==> config.mk <==
export PLATFORM = sky130hd
export DESIGN_NAME = uart_tx_fifo
export DESIGN_NICKNAME = d
export VERILOG_FILES = /design/src/rtl/uart_tx_fifo.sv
export SDC_FILE = /design/constraint.sdc
export NUM_CORES = 1
export LEC_CHECK = 0
export CAP_MARGIN = 5
export CELL_PAD_IN_SITES_DETAIL_PLACEMENT = 1
export CELL_PAD_IN_SITES_GLOBAL_PLACEMENT = 2
export CORE_MARGIN = 2
export CORE_UTILIZATION = 45
export CTS_BUF_LIST = sky130_fd_sc_hd__clkbuf_8 sky130_fd_sc_hd__clkbuf_16
export DETAILED_ROUTE_END_ITERATION = 6
export DONT_BUFFER_PORTS = 1
export MAX_ROUTING_LAYER = met4
export PLACE_DENSITY_LB_ADDON = 0.1
export RECOVER_POWER = 100
export SYNTH_ARGS = -nofsm -noshare
export SYNTH_HDL_FRONTEND = slang
export SYNTH_SLANG_ARGS = --single-unit
==> constraint.sdc <==
create_clock -name Clock -period 3.58 [get_ports Clock]
set_input_delay 0.716 -clock Clock [delete_from_list [all_inputs] [get_ports Clock]]
set_output_delay 0.716 -clock Clock [all_outputs]
set_load 0.005 [all_outputs]
==> src/rtl/uart_tx_fifo.sv <==
// Buffered 8N1 UART transmitter: a small byte FIFO feeding a serializer.
// SOut comes straight from a flop, so the line never glitches.
module uart_tx_fifo #(
    parameter int unsigned CLOCK_FREQ = 100_000_000,
    parameter int unsigned BAUD_RATE  = 115_200,
    parameter int unsigned FIFO_DEPTH = 8
) (
    input  logic                          Clock,
    input  logic                          Reset,
    input  logic [7:0]                    DataIn,
    input  logic                          DataInValid,
    output logic                          DataInReady,
    output logic                          SOut,
    output logic                          Busy,
    output logic [$clog2(FIFO_DEPTH):0]   Count
);

    localparam int unsigned Symbol = CLOCK_FREQ / BAUD_RATE;
    localparam int unsigned SymW   = (Symbol > 1) ? $clog2(Symbol) : 1;
    localparam int unsigned PtrW   = $clog2(FIFO_DEPTH);
    localparam int unsigned CntW   = PtrW + 1;

    localparam logic [SymW-1:0] SymLast = SymW'(Symbol - 1);
    localparam logic [CntW-1:0] Full    = CntW'(FIFO_DEPTH);

    typedef enum logic [1:0] {StIdle, StStart, StData, StStop} state_e;

    logic [7:0]      mem_q [FIFO_DEPTH];
    logic [PtrW-1:0] wr_ptr_q, rd_ptr_q;
    logic [CntW-1:0] count_q, count_d;
    state_e          state_q, state_d;
    logic [SymW-1:0] sym_cnt_q, sym_cnt_d;
    logic [2:0]      bit_cnt_q, bit_cnt_d;
    logic [7:0]      shift_q, shift_d;
    logic            sout_q, sout_d;
    logic            push, pop, sym_end;

    // Ready looks only at registered state, so a same-edge pop cannot free a slot early.
    assign DataInReady = (count_q != Full) && !Reset;
    assign push        = DataInValid && DataInReady;
    assign sym_end     = (sym_cnt_q == SymLast);
    assign pop         = (count_q != '0) &&
                         ((state_q == StIdle) || ((state_q == StStop) && sym_end));

    always_comb begin
        count_d = count_q;
        unique case ({push, pop})
            2'b10:   count_d = count_q + 1'b1;
            2'b01:   count_d = count_q - 1'b1;
            default: count_d = count_q;
        endcase
    end

    // Storage has no reset; Count and the pointers define which entries are live.
    always_ff @(posedge Clock) begin
        if (push) begin
            mem_q[wr_ptr_q] <= DataIn;
        end
    end

    // State register.
    always_ff @(posedge Clock) begin
        if (Reset) begin
            state_q   <= StIdle;
            sym_cnt_q <= '0;
            bit_cnt_q <= '0;
            shift_q   <= '0;
            sout_q    <= 1'b1;
            count_q   <= '0;
            wr_ptr_q  <= '0;
            rd_ptr_q  <= '0;
        end else begin
            state_q   <= state_d;
            sym_cnt_q <= sym_cnt_d;
            bit_cnt_q <= bit_cnt_d;
            shift_q   <= shift_d;
            sout_q    <= sout_d;
            count_q   <= count_d;
            if (push) begin
                wr_ptr_q <= wr_ptr_q + 1'b1;
            end
            if (pop) begin
                rd_ptr_q <= rd_ptr_q + 1'b1;
            end
        end
    end

    // Next-state logic.
    always_comb begin
        state_d   = state_q;
        sym_cnt_d = sym_cnt_q;
        bit_cnt_d = bit_cnt_q;
        shift_d   = shift_q;
        unique case (state_q)
            StIdle: begin
                if (pop) begin
                    state_d   = StStart;
                    shift_d   = mem_q[rd_ptr_q];
                    sym_cnt_d = '0;
                    bit_cnt_d = '0;
                end
            end
            StStart: begin
                if (sym_end) begin
                    sym_cnt_d = '0;
                    state_d   = StData;
                end else begin
                    sym_cnt_d = sym_cnt_q + 1'b1;
                end
            end
            StData: begin
                if (sym_end) begin
                    sym_cnt_d = '0;
                    if (bit_cnt_q == 3'd7) begin
                        state_d = StStop;
                    end else begin
                        bit_cnt_d = bit_cnt_q + 3'd1;
                        shift_d   = {1'b0, shift_q[7:1]};
                    end
                end else begin
                    sym_cnt_d = sym_cnt_q + 1'b1;
                end
            end
            StStop: begin
                if (sym_end) begin
                    sym_cnt_d = '0;
                    // Chain straight into the next start bit when more bytes wait.
                    if (pop) begin
                        state_d   = StStart;
                        shift_d   = mem_q[rd_ptr_q];
                        bit_cnt_d = '0;
                    end else begin
                        state_d = StIdle;
                    end
                end else begin
                    sym_cnt_d = sym_cnt_q + 1'b1;
                end
            end
            default: state_d = StIdle;
        endcase
    end

    // Output logic: line level is decided from the upcoming state and registered.
    always_comb begin
        sout_d = 1'b1;
        unique case (state_d)
            StIdle:  sout_d = 1'b1;
            StStart: sout_d = 1'b0;
            StData:  sout_d = shift_d[0];
            StStop:  sout_d = 1'b1;
            default: sout_d = 1'b1;
        endcase
    end

    assign SOut  = sout_q;
    assign Count = count_q;
    assign Busy  = (state_q != StIdle) || (count_q != '0);

endmodule

### Word level (Yosys, flattened, before mapping)

Memories as Yosys holds them, arrays and structs flattened. A register that Yosys moved wholly into a read port is not among the register bits.
Cells that the tools add are included.

| cells by class | value |
|---|---|
| muxes and demuxes | 26 |
| add/subtract/negate cells | 6 |
| reduce and logical (&&, ||, !) cells | 16 |
| eq/ne operators | 15 |

Operators with widths:

| cell | number |
|---|---|
| $mux 8 | 4 |
| $pmux 8 s3 | 1 |
| $mux 10 | 2 |
| $pmux 10 s2 | 1 |
| $mux 3 | 6 |
| $add 10x1->10 const B | 1 |
| $eq 10x10->1 const B | 1 |
| $eq 2x2->1 const B | 5 |
| $mux 2 | 5 |
| $add 3x1->3 const B | 3 |
| $pmux 3 s3 | 1 |
| $ne 2x2->1 const B | 4 |
| $pmux 2 s4 | 1 |
| $pmux 4 s2 | 1 |
| $eq 2x1->1 const B | 3 |
| $add 4x1->4 const B | 1 |
| $logic_and 1x1->1 | 4 |
| $logic_not 2->1 | 2 |
| $ne 4x4->1 const B | 1 |
| $reduce_and 4->1 | 1 |
| $reduce_bool 2->1 | 2 |
| $reduce_bool 4->1 | 1 |
| $sub 4x1->4 const B | 1 |
| $eq 3x3->1 const B | 1 |
| other kinds (7) | 10 |

| word-level totals | value |
|---|---|
| input bits | 11 |
| RAM bits | 64 |
| logic and storage cells | 73 |
| memories kept | 1 |
| register bits after elaboration | 34 |

Memory list:

| name | depth | width | rd ports | clocked after Yosys merged registers in | wr ports | RTL line | RTL |
|---|---|---|---|---|---|---|---|
| mem_q | 8 | 8 | 1 | 1 | 1 | 28 | `logic [7:0] mem_q [FIFO_DEPTH];` |

### Depth between registers and ports, before layout

| logic depth | value |
|---|---|
| depth in word-level cells | 10 |
| depth in mapped cells | 12 |

### Least setup slack after synthesis

OpenSTA, ideal clock, no wires.

| timing | value |
|---|---|
| kind | reg2reg |
| start | register sym_cnt_q[0] |
| end | register count_q[3], in the netlist Count[3] |
| setup slack | 0.897 ns |
| arrival | 2.613 ns |
| path buffers | 0 |
| cell stages (with the launch flop) | 12 |
| cell sequence | dfxtp_1 > ha_1 > nor4b_4 > a41oi_4 > nor2_1 > ha_1 > ha_1 > a21o_1 > a21oi_1 > xnor2_1 > or3_1 > a21oi_1 |

| between the ends | value |
|---|---|
| cells in the longest elaborated chain, start to end | 6 |
| elaborated cells between the ends (all ways) | 8 |

RTL lines:

| element | RTL line | RTL |
|---|---|---|
| from (decl) | 32 | `logic [SymW-1:0] sym_cnt_q, sym_cnt_d;` |
| from (signal assigned) | 74 | `sym_cnt_q <= sym_cnt_d;` |
| $eq 10x10->1 * | 41 | `assign sym_end = (sym_cnt_q == SymLast);` |
| $logic_and 1x1->1 * | 43 | `((state_q == StIdle) \|\| ((state_q == StStop) && sym_end));` |
| $logic_or 1x1->1 * | 43 |  |
| $logic_and 1x1->1 * | 42 | `assign pop = (count_q != '0) &&` |
| $eq 2x1->1 / $eq 2x2->1 (equally long branches) | 47 | `unique case ({push, pop})` |
| $pmux 4 s2 / $reduce_bool 2->1 (equally long branches) | -- |  |
| to (signal assigned) | 78 | `count_q <= count_d;` |
| to (decl) | 30 | `logic [CntW-1:0] count_q, count_d;` |

Mark *: on every way between the ends. The rest lies on a longest branch, timed or not.
A chain may end at the register's enable or synchronous reset.

### Worst setup path after layout

Same ends and word-level chain as after synthesis.

==> metrics.csv <==
stage;metric;value;unit
outcome;status;finished clean;
clocking;Worst-Skew Late Latency;0.38;ns
sta;Slew Limit Fails;0;
sta;Peak Freq;0.3248;GHz
sta;# setup viols final;0;
clocking;TritonCTS clock tree;yes;
place;gpl congestion;0.7692;
grt;vias in the first global route;2689;
clocking;clock transition at the registers of the reported paths;0.11;ns
clocking;setup repair bufs after CTS;0;
finish;commonest non-fill, non-tap cell in the layout;edfxtp_1;
route;Initial DRC Count;64;
finish;most frequent cells in the layout;edfxtp_1 (64), nor2_1 (41), dfxtp_1 (37);
grt;antenna violations before repair;0;
finish;fill count;1022;
clocking;Post-CTS Hold Fix Bufs;0;
setup_path;Max FO, Critical Path;7;
finish;share of post-route cells with drive strength above 1;0.1529;
synth;Syn Area/Cell;13.35;µm²
sta;Rel. slew slack;0.3925;
finish;final instance area;4702;µm²
floorplanning;Die X;103.1;µm
place;PortBufs;0;
sta;TNS Setup;0;ns
clocking;post-cts resize count;0;
power;P per Cell Area;635.2;nW/µm²
worst_hold_path;min-delay worst type;input port to flop;
route;# DRC;0;
place;post-place setup slack;0.5254;ns
sta;Final period util;0.8599;
sta;Slew @ Worst Pin;0.9079;ns
finish;Syn-to-layout area delta;6.399;%
setup_path;CP startpoint kind;flop;
route;vias post-DR;2613;
synth;Synth Register Bits;101;
floorplanning;core area;9639;µm²
clocking;clock sinks;101;
finish;post-layout util;0.4878;
setup_path;Worst EP required;3.90;ns
synth;Syn Nets;357;
clocking;CTS H-tree depth;3;
route;antenna-violating nets left;0;
synth;Mapped Area;4419;µm²
floorplanning;full die area;10630;µm²
synth;Syn Inst Count;331;
floorplanning;Initial Util;0.4585;
power;worst vdd ir;433.2;µV
floorplanning;# IOs;18;
grt;first-pass GRT wire length;14.08;mm
route;WL/cell;18.66;µm
synth;Synth Warn #;0;
route;final WL;8.826;mm
sta;RSZ-0062 raised after global routing;no;
synth;Synth Flop Type;edfxtp_1;
setup_path;kind of critical path;flop to flop;
grt;GR Overflow Total;0;
finish;Ant. Diodes;0;
route;drt pass-1 iters;5;
place;DP HPWL;6.094;mm
clocking;root buffer cell;clkbuf_8;
place;Placed Instance Area;4547;µm²
synth;Post-synth EDFFs;64;
synth;sequential share of the synthesized area;0.6025;
synth;Yosys cell types;56;
setup_path;CP Capture Type;flop;
finish;Post-layout nets;361;
setup_path;Arrival @ worst endpoint;3.40;ns
sta;fin crit period;3.079;ns
grt;largest net degree at the start of global routing;21;
clocking;Clock Tree Buf Depth;2;
floorplanning;row cnt;36;
synth;Synth async-reset ratio;0;
power;leakage;1.602;nW
sta;Worst Setup Slack, final;0.5014;ns
route;Vias/cell;5.524;
clocking;CTS buffer count;9;
sta;Final Hold Fails;0;
power;Total Power;2.987;mW
grt;All-Layer GR Usage;0.1885;
job;number of max-cap violations;0;
floorplanning;Die H;103.1;µm
sta;clk_skew;0.01342;ns
## metrics by stage
stage | std cells | hold WS (ns)
3_3_place_gp | 457 | 0.4738
5_1_grt | 473 | 0.3695
6_report | 473 | 0.3942
2_1_floorplan | 331 | 0.4599
4_1_cts | 473 | 0.3701
3_5_place_dp | 457 | 0.4880
## final timing paths
kind                             start                     to  slack [ns]  depth (start not counted)
max          sym_cnt_q[0]$_SDFFE_PP0P_  Count[3]$_SDFFE_PP0P_        0.50                         11
min                              Reset  shift_q[0]$_SDFF_PP0_        0.39                          1
max reg2reg  sym_cnt_q[0]$_SDFFE_PP0P_  Count[3]$_SDFFE_PP0P_        0.50                         11
min reg2reg   rd_ptr_q[1]$_SDFFE_PP0N_                   flop        0.50                          2
## worst max-delay path: stages (launching register included)
cell and delay, ns:
dfxtp_1 0.40, ha_1 0.27, nor4b_4 0.45, a41oi_4 0.26, nor2_1 0.28, ha_1 0.25
ha_1 0.24, a21o_1 0.18, a21oi_1 0.17, xnor2_1 0.10, or3_1 0.30, a21oi_1 0.13
## where the power goes
group | total, mW | internal (mW) | switching [mW]
Sequential | 1.46 | 1.34 | 0.116
Combinational | 0.829 | 0.375 | 0.454
Clock | 0.698 | 0.269 | 0.429
## layer usage
layer / track usage / vias to the layer above / routed length (µm)
li1: - / 1251 / -
met1: 0.2365 / 1321 / 4138
met2: 0.2927 / 32 / 4259
met3: 0.06034 / 9 / 317
met4: 0.05870 / 0 / 111
met5: - / - / 0
## flip-flops by register name, summed over array words and instances, names as in the netlist, named ones only
signal / count
mem_q: 64
sym_cnt_q: 10
shift_q: 8
Count: 4
bit_cnt_q: 3
rd_ptr_q: 3
wr_ptr_q: 3
state_q: 2
SOut: 1
## cell usage after synthesis, types with 2 or more instances
cell type  count  area (µm²)
and3_2         6       45.04
buf_2          5       25.02
xnor2_1        4       35.03
mux2i_1        3       30.03
nand2b_1       2       12.51
or3_1          2       12.51
mux4_2        15       337.8
dfxtp_1       37       740.7
clkbuf_1       3       11.26
buf_6          2       22.52
a22oi_1        3       22.52
nor4_1         6       37.54
xor2_1        11       96.34
a21oi_1       11       55.05
nor3_1         6       30.03
a221o_2        6       67.56
nor2b_1        4       25.02
ha_1          14       175.2
nand4_1        6       37.54
nand3_1        8       40.04
inv_1          9       33.78
and3_1         4       25.02
nand2_1       25       93.84
o21ai_0        4       20.02
edfxtp_1      64        1922
nor2_1        41       153.9
## logic make-up (layout without fill, tap and decap cells)
kind of cell | Yosys count | after routing | synth area share
and+or+nand+nor | 118 | 118 | 0.1351
DFF | 101 | 101 | 0.6025
AOI/OAI and AO/OA | 40 | 40 | 0.07616
buffers and inverters | 24 | 33 | 0.02916
muxes | 18 | 18 | 0.08324
adders and majority gates | 15 | 15 | 0.04417
xor gates and xnor gates | 15 | 15 | 0.02973
## cell type report
class | count | area [µm²] | area share
sequential | 101 | 2663 | 0.5663
multi-input combinational | 206 | 1615 | 0.3435
tap | 133 | 166.4 | 0.03539
clock buffer | 9 | 123.9 | 0.02634
clock inverter | 7 | 62.56 | 0.01330
inverter | 10 | 37.54 | 0.007983
timing repair buffer | 7 | 33.78 | 0.007185
(Power assumes the default switching activity.)
